## config.mk

```make
export PLATFORM = sky130hd
export DESIGN_NAME = cdb_arbiter_flat
export DESIGN_NICKNAME = d
export VERILOG_FILES = /design/src/rtl/cdb_arbiter_pkg.sv /design/src/rtl/cdb_arbiter_if.sv /design/src/rtl/cdb_arbiter_rr_picker.sv /design/src/rtl/cdb_arbiter.sv /design/src/flat_wrapper.sv
export SDC_FILE = /design/constraint.sdc
export NUM_CORES = 1
export LEC_CHECK = 0
export CAP_MARGIN = 20
export CORE_ASPECT_RATIO = 0.8
export CORE_MARGIN = 2
export CORE_UTILIZATION = 25
export CTS_CLUSTER_DIAMETER = 100
export CTS_CLUSTER_SIZE = 25
export DETAILED_ROUTE_END_ITERATION = 8
export SLEW_MARGIN = 20
export SYNTH_ARGS = -nofsm -noshare
export SYNTH_HDL_FRONTEND = slang
export SYNTH_SLANG_ARGS = --single-unit
export TNS_END_PERCENT = 10
```

## constraint.sdc

```tcl
create_clock -name clk -period 6 [get_ports clk]
set_clock_uncertainty 0.15 [all_clocks]
set_input_delay 0.9 -clock clk [delete_from_list [all_inputs] [get_ports clk]]
set_output_delay 0.9 -clock clk [all_outputs]
set_load 0.01 [all_outputs]
```

## src/rtl/cdb_arbiter_pkg.sv

```systemverilog
// Shared types for the common data bus and its arbiter: bus record, tag width,
// default producer count and a small popcount helper.
package cdb_arbiter_pkg;

  localparam int ROB_WIDTH = 6;
  localparam int N_CDB_REQ = 4;

  typedef struct packed {
    logic                 valid;
    logic [ROB_WIDTH-1:0] tag;
    logic [31:0]          data;
  } cdb_t;

  // Same layout as cdb_t; used for the per-producer holding registers.
  typedef struct packed {
    logic                 valid;
    logic [ROB_WIDTH-1:0] tag;
    logic [31:0]          data;
  } cdb_req_t;

  function automatic int unsigned popcount(input logic [7:0] v);
    int unsigned n;
    n = 0;
    for (int i = 0; i < 8; i++) n += int'(v[i]);
    return n;
  endfunction

endpackage

```

## src/rtl/cdb_arbiter_if.sv

```systemverilog
// Producer-side handshake and broadcast bus of the CDB arbiter.
interface cdb_arbiter_if
  import cdb_arbiter_pkg::*;
#(
  parameter int N_REQ = N_CDB_REQ
);
  // Handshake: producer i transfers on a posedge where req_valid[i] && req_ready[i];
  // tag/data are held stable while valid and not ready. req_ready never depends on req_valid.
  logic [N_REQ-1:0]                req_valid;
  logic [N_REQ-1:0][ROB_WIDTH-1:0] req_tag;
  logic [N_REQ-1:0][31:0]          req_data;
  logic [N_REQ-1:0]                req_ready;
  cdb_t                            cdb;
  logic [N_REQ-1:0]                grant;

  modport master (output req_valid, req_tag, req_data,
                  input  req_ready, cdb, grant);
  modport slave  (input  req_valid, req_tag, req_data,
                  output req_ready, cdb, grant);
endinterface

```

## src/rtl/cdb_arbiter_rr_picker.sv

```systemverilog
// Combinational round-robin picker: first set bit of valid searching from ptr upward, wrapping.
module rr_picker #(
  parameter int N  = 4,
  parameter int PW = (N > 1) ? $clog2(N) : 1
) (
  input  logic [N-1:0]  valid,
  input  logic [PW-1:0] ptr,
  output logic [N-1:0]  grant,
  output logic [PW-1:0] index,
  output logic          any
);
  always_comb begin
    logic [PW:0] pos;
    grant = '0;
    index = '0;
    any   = 1'b0;
    pos   = '0;
    // Scan from farthest to nearest so the nearest valid entry is written last and wins.
    for (int k = N - 1; k >= 0; k--) begin
      pos = {1'b0, ptr} + (PW + 1)'(k);
      if (pos >= (PW + 1)'(N)) pos = pos - (PW + 1)'(N);
      if (valid[pos[PW-1:0]]) begin
        grant              = '0;
        grant[pos[PW-1:0]] = 1'b1;
        index              = pos[PW-1:0];
        any                = 1'b1;
      end
    end
  end
endmodule

```

## src/rtl/cdb_arbiter.sv

```systemverilog
// Common data bus arbiter: one holding register per producer, one round-robin
// broadcast per cycle, mispredict flush of all held results, conflict counter.
module cdb_arbiter
  import cdb_arbiter_pkg::*;
#(
  parameter int N_REQ = N_CDB_REQ
) (
  input  logic          clk,
  input  logic          rstn,
  input  logic          flush,
  cdb_arbiter_if.slave  bus,
  output logic [31:0]   conflict_cnt
);
  localparam int PW = $clog2(N_REQ);

  cdb_req_t         hold [N_REQ];
  logic [N_REQ-1:0] hold_valid;
  logic [N_REQ-1:0] grant;
  logic [N_REQ-1:0] accept;
  logic [N_REQ-1:0] ready;
  logic [PW-1:0]    rr_ptr;
  logic [PW-1:0]    win_idx;
  logic             win_any;

  always_comb begin
    hold_valid = '0;
    for (int i = 0; i < N_REQ; i++) hold_valid[i] = hold[i].valid;
  end

  rr_picker #(.N(N_REQ), .PW(PW)) u_picker (
    .valid (hold_valid),
    .ptr   (rr_ptr),
    .grant (grant),
    .index (win_idx),
    .any   (win_any)
  );

  // A granted entry frees its slot in the same cycle, so a lone producer streams at full rate.
  always_comb begin
    ready  = '0;
    accept = '0;
    for (int i = 0; i < N_REQ; i++) begin
      ready[i]  = !flush && (!hold_valid[i] || grant[i]);
      accept[i] = bus.req_valid[i] && ready[i];
    end
  end

  always_comb begin
    bus.cdb = '0;
    if (win_any) begin
      bus.cdb.valid = 1'b1;
      bus.cdb.tag   = hold[win_idx].tag;
      bus.cdb.data  = hold[win_idx].data;
    end
  end

  assign bus.grant     = grant;
  assign bus.req_ready = ready;

  always_ff @(posedge clk) begin
    if (!rstn) begin
      for (int i = 0; i < N_REQ; i++) hold[i] <= '0;
    end else begin
      for (int i = 0; i < N_REQ; i++) begin
        if (flush) begin
          hold[i].valid <= 1'b0;
        end else if (accept[i]) begin
          hold[i].valid <= 1'b1;
          hold[i].tag   <= bus.req_tag[i];
          hold[i].data  <= bus.req_data[i];
        end else if (grant[i]) begin
          hold[i].valid <= 1'b0;
        end
      end
    end
  end

  // The pointer still advances on a flush cycle because the broadcast did happen.
  always_ff @(posedge clk) begin
    if (!rstn) begin
      rr_ptr <= '0;
    end else if (win_any) begin
      rr_ptr <= (win_idx == PW'(N_REQ - 1)) ? '0 : win_idx + PW'(1);
    end
  end

  always_ff @(posedge clk) begin
    if (!rstn) begin
      conflict_cnt <= '0;
    end else if (popcount(8'(hold_valid)) >= 2) begin
      conflict_cnt <= conflict_cnt + 32'd1;
    end
  end
endmodule

```

## src/flat_wrapper.sv

```systemverilog
// flat-port wrapper written by rule: the top's interface ports become plain ports
module cdb_arbiter_flat import cdb_arbiter_pkg::*;
#(
  parameter int N_REQ = N_CDB_REQ
)
  (clk, rstn, flush, conflict_cnt, bus_req_valid, bus_req_tag, bus_req_data, bus_req_ready, bus_cdb, bus_grant);
  cdb_arbiter_if #(.N_REQ(N_REQ)) bus_i ();
  input  logic clk;
  input  logic rstn;
  input  logic flush;
  output logic [31:0] conflict_cnt;
  input wire logic [$bits(bus_i.req_valid)-1:0] bus_req_valid;
  input wire logic [$bits(bus_i.req_tag)-1:0] bus_req_tag;
  input wire logic [$bits(bus_i.req_data)-1:0] bus_req_data;
  output wire logic [$bits(bus_i.req_ready)-1:0] bus_req_ready;
  output wire logic [$bits(bus_i.cdb)-1:0] bus_cdb;
  output wire logic [$bits(bus_i.grant)-1:0] bus_grant;
  assign bus_i.req_valid = bus_req_valid;
  assign bus_i.req_tag = bus_req_tag;
  assign bus_i.req_data = bus_req_data;
  assign bus_req_ready = bus_i.req_ready;
  assign bus_cdb = bus_i.cdb;
  assign bus_grant = bus_i.grant;
  cdb_arbiter #(.N_REQ(N_REQ)) u_core (.clk(clk), .rstn(rstn), .flush(flush), .bus(bus_i), .conflict_cnt(conflict_cnt));
endmodule
```

== Yosys cells after proc, flatten, opt, wreduce, memory -nomap -nowiden ==
Memory sizes are Yosys's and may differ from the RTL's.
Index checks and enable logic that the tools add are counted.
Widths: inputs -> output; s select.

* Register bits: 34
* RAM bits: 156
* Bits of input ports: 159
* Output and inout port bits: 79
* Logic and storage cells: 164
* Memories kept: 1

{| class="wikitable"
|+ Memories
! name !! depth !! width !! rd ports !! clocked after memory_dff !! write ports !! line !! RTL
|-
| u_core.hold || 4 || 39 || 5 || 0 || 4 || cdb_arbiter.sv:16 || <nowiki>cdb_req_t hold [N_REQ];</nowiki>
|}

* Add/subtract/negate cells: 12
* Order comparisons: 13
* Eq/ne operators: 1
* Mux-type cells: 94
* Bitwise gates (word level): 20
* Reduce and logical (&&, ||, !) cells: 21

{| class="wikitable"
|+ Operators with widths
! kind !! number
|-
| $mux 32 || 4
|-
| $add 32x1->32 || 2
|-
| $mux 1 || 64
|-
| $mux 39 || 1
|-
| $add 32x1->32 const B || 1
|-
| $ge 32x2->1 const B || 1
|-
| $mux 6 || 4
|-
| $or 1x1->1 || 20
|-
| $mux 2 || 9
|-
| $mux 4 || 4
|-
| $logic_and 1x1->1 || 12
|-
| $lt 2x3->1 const B || 4
|-
| $ge 3x3->1 const B || 3
|-
| $bmux 1 s2 || 4
|-
| $demux 1 s2 || 4
|-
| $ge 2x1->1 const B || 4
|-
| $sub 2x1->2 const B || 4
|-
| $add 2x2->3 const B || 2
|-
| $logic_not 1->1 || 5
|-
| $logic_or 1x1->1 || 4
|-
| $add 2x1->3 const B || 1
|-
| $ge 2x3->1 const B || 1
|-
| $add 1x1->2 || 1
|-
| $add 2x1->2 const B || 1
|-
| $eq 2x2->1 const B || 1
|}

== Depth between registers and ports, before layout ==
* Depth in word-level cells: 20
* Gate-level depth with buffers: 13
* Depth with buffers taken out: 7

== Cells and area by module ==
Synthesis repeated with hierarchy kept, for this count alone.

* Cell total of the unflattened synthesis: 705
* Area, all modules: 9231.4 um2

{| class="wikitable"
|+ Modules (own cells, without submodules)
! module !! times used !! cells each !! area each (um2) !! sequential area each (um2)
|-
| cdb_arbiter || 1 || 620 || 8548.2 || 5365.1
|-
| rr_picker || 1 || 85 || 683.2 || 0.0
|}

== Least setup slack after synthesis ==
OpenSTA, ideal clock, no wires.

* Path type: register to register
* From: reg u_core.rr_ptr[0]
* To: mem u_core.hold[1][0] in the netlist's numbering (enable)
* Library setup time: 0.491 ns
* Arrival: 5.024 ns
* Required time: 5.359 ns
* Slack: 0.336 ns
* Stages on the path, launching flop included: 11
* Buffers on the path: 3
* Clock period less this slack: 5.664 ns
* Cells stage by stage: dfxtp_1 buf_2 inv_2 ha_1 buf_2 mux4_2 buf_2 and3b_1 o31ai_4 and2_1 o31ai_1

{| class="wikitable"
|+ RTL lines
! element !! line !! RTL
|-
| start, declared || cdb_arbiter.sv:21 || <nowiki>logic [PW-1:0] rr_ptr;</nowiki>
|-
| start signal, assigned || cdb_arbiter.sv:83 || <nowiki>rr_ptr <= (win_idx == PW'(N_REQ - 1)) ? '0 : win_idx + PW'(1);</nowiki>
|-
| end, declared || cdb_arbiter.sv:16 ||
|}

== Final worst setup path ==
* From: reg u_core.rr_ptr[0]
* To: out bus_cdb[16]

* Longest elaborated chain between the ends: 11
* Elaborated cells between the ends (all ways): 33
* Those cells by class: add/sub (7); order compare (4); mux (21); memory (1)

{| class="wikitable"
|+ RTL lines
! element !! line !! RTL
|-
| $add 2x2->3 || cdb_arbiter_rr_picker.sv:20 || <nowiki>pos = {1'b0, ptr} + (PW + 1)'(k);</nowiki>
|-
| $ge 3x3->1 / $sub 2x1->2 (equally long branches) || cdb_arbiter_rr_picker.sv:21 || <nowiki>if (pos >= (PW + 1)'(N)) pos = pos - (PW + 1)'(N);</nowiki>
|-
| $mux 2 || cdb_arbiter_rr_picker.sv:21 ||
|-
| $bmux 1 s2 || cdb_arbiter_rr_picker.sv:22 || <nowiki>if (valid[pos[PW-1:0]]) begin</nowiki>
|-
| $mux 1 (not written as such) || cdb_arbiter_rr_picker.sv:22 ||
|-
| $mux 2 (4 in series) || cdb_arbiter_rr_picker.sv:22 ||
|-
| $mem_v2 4x39 || - ||
|-
| $mux 39 (*) || cdb_arbiter.sv:50 || <nowiki>if (win_any) begin</nowiki>
|-
| end, declared || flat_wrapper.sv:16 || <nowiki>output wire logic [$bits(bus_i.cdb)-1:0] bus_cdb;</nowiki>
|}

Every way passes the cells marked *; elsewhere a longest branch is shown, timed or not. The select of a mux whose other input is x is not followed.

==> results.ini <==
[run_status]
outcome = finished clean

[timing]
finalMaxSlewViolations = 0
setup_viol = 0
finalWorstSetupSlack_ns = 0.6787
hold_viol_final = 0
worst_pin_slew_ns = 1.066
rsz0062_at_grt = no
setup_tns_ns = 0
max_freq_mhz = 187.9
fin_crit_ns = 5.321
max_slew_margin_pct = 28.92
final.period_utilization_pct = 88.69

[synth]
syn_nets = 1021
synth.yosys.seq_area_share_pct = 52.01
synth_ff_type = edfxtp_1
yosys.area.top_type = edfxtp_1
ys_warn_count = 0
ys_ff_latch = 190
yosysTopAreaCellShare_pct = 45.41
syn_inst = 851
synthesis.area_um2 = 10320
synth_top_cells_by_area = edfxtp_1 45%, nor3b_1 8.4%, dfxtp_1 6.6%
synth-edff-count = 156
synthArstFlopShare_pct = 0
yosysUniqueCellTypes = 58
avgSynthCellArea_um2 = 12.12

[route]
post-route-drc-count = 0
viasPerCell = 4.815
drt-wirelength-per-cell_um = 21.34
ant_nets = 0
wl_mm = 34.17
dr_total_vias = 7709
firstDrtPassIters = 5
drt_iter0_drc = 686

[floorplanning]
rows = 66
die_x_um = 231.1
io_pins = 238
die_area_um2 = 42920
die_h_um = 185.7
core_area_um2 = 40710
start_util_pct = 25.34

[worst_setup_path]
worstPathRequired_ns = 4.95
cp-start-kind = flop
critPathCaptureType = output pin
crit_type = flop to output pin
crit_path_max_fanout = 46
arrival_ns = 4.27

[grt]
grt_pass1_wl_mm = 49.16
grtUsageTotal_pct = 15.58
grt-ovfl-total = 0
grt_max_degree = 47
first_global_vias = 7447
antenna_found_initial = 8

[clock_tree]
clk_path_buf_depth = 2
clock-sinks = 190
cts_tree = built
clk_latency_ns = 0.45
clk_pin_slew_ns = 0.07
postCtsHoldBufs = 0
htreeDepth = 4
clock-root-buffer = clkbuf_16
cts_made_buffers = 17

[cells_and_area]
final_common_cell = clkdlybuf4s50_1
layout-drive-gt1-share_pct = 12.18
nFillCells = 3988
layout_common_cells = 237 x clkdlybuf4s50_1, 156 x edfxtp_1, 115 x nor3b_1
nets = 1208
utilization_pct = 33.80
syn_to_final_growth_pct = 33.39
finalInstanceArea_um2 = 13760

[placed_design]
port-buffer-count = 237
pre_cts_slack_ns = 0.8406
place_area_um2 = 13180
place_congestion = 0.8928
post-dp-hpwl_mm = 24.77

[pwr]
irDropWorstVdd_mv = 0.3172
total_power_mw = 5.741
power_density_nw_per_um2 = 417.2
leakagePower_nw = 4.744

[hold_path]
hp-class = flop to flop

[run]
max_cap_viol_count = 0

## registers in the layout (all words and copies together) (netlist names)
signal               cells
u_core.hold            156
u_core.conflict_cnt     32
u_core.rr_ptr            2
## Yosys cell counts (18+ instances only)
cell type  instances
and2_1            72
nor3b_1          115
inv_1             48
a211oi_2          31
dfxtp_1           34
nand2_1           20
clkbuf_1          47
buf_2             28
a2111oi_0         38
a221oi_1          18
edfxtp_1         156
mux2i_1           41
xnor2_1           22
a221oi_2          20
## logic make-up (layout without fill, tap and decap cells)
family,after synthesis,after routing,synth area share [%]
AOI/OAI and AO/OA,151,151,14.95
buffers and inverters,140,340,6.477
adders and majority gates,11,11,1.334
other,0,6,0
and+or+nand+nor,285,285,18.05
DFF,190,190,52.01
xor gates and xnor gates,30,30,2.547
muxes,44,44,4.633
## power breakdown
group          switching, mW  leakage, nW  internal, mW
sequential            0.0704         1.93          1.56
clock                  0.549        0.272         0.581
combinational           1.70         2.54          1.28
total                   2.31         4.74          3.43
## per-layer routing
layer / up-vias / part of all wire, % / track usage, %
met3: 46 / 6.3 / 4.825
met1: 3808 / 47 / 22.14
met2: 240 / 43 / 21.72
met4: 4 / 3.2 / 6.271
met5: - / 0.076 / 0
li1: 3611 / - / -
## path summary, 6_finish.rpt
check                                             start                 endpoint  slack [ns]  cells after the start
worst max-delay path                   u_core.rr_ptr[0]              bus_cdb[16]        0.68                     10
worst min-delay path            u_core.conflict_cnt[27]  u_core.conflict_cnt[27]        0.37                      2
worst max register to register         u_core.rr_ptr[0]       u_core.hold[0][13]        2.10                     10
worst min register to register  u_core.conflict_cnt[27]  u_core.conflict_cnt[27]        0.37                      2
## critical path, cell delays in order (launching register included)
cell and delay (ns):
dfxtp_1 0.31, buf_4 0.22, inv_2 0.13, ha_1 0.42, nor2_1 0.16, a21o_2 0.49, a211o_4 0.70, buf_12 0.33
a221oi_2 0.11, a211oi_2 0.33, clkdlybuf4s50_1 0.60
## final cells by class
| type | count | area, um^2 | area share (%) |
|---|---|---|---|
| Antenna cell | 6 | 15.01 | 0.1091 |
| Clock inverter | 14 | 137.6 | 1.000 |
| Multi-Input combinational cell | 521 | 4403 | 32.00 |
| Sequential cell | 190 | 5365 | 38.99 |
| Inverter | 50 | 187.7 | 1.364 |
| Tap cell | 544 | 680.7 | 4.946 |
| Clock buffer | 18 | 429.2 | 3.119 |
| Timing Repair Buffer | 258 | 2542 | 18.48 |
## repair_timing
| item | 4_1_cts | 5_1_grt |
|---|---|---|
| resized for setup | 0 | 1 |
| setup buffers | 0 | 0 |
| hold endpoints to repair | 0 | 0 |
| setup endpoints to repair | 0 | 1 |
## metrics by stage
| stage | std cells | hold slack (ns) |
|---|---|---|
| floorplan | 851 | 0.3444 |
| global placement | 1563 | 0.3451 |
| detailed placement | 1563 | 0.3673 |
| CTS | 1595 | 0.3876 |
| global route | 1598 | 0.4226 |
| finish | 1601 | 0.3680 |
Power figures use the tool's default switching activity.
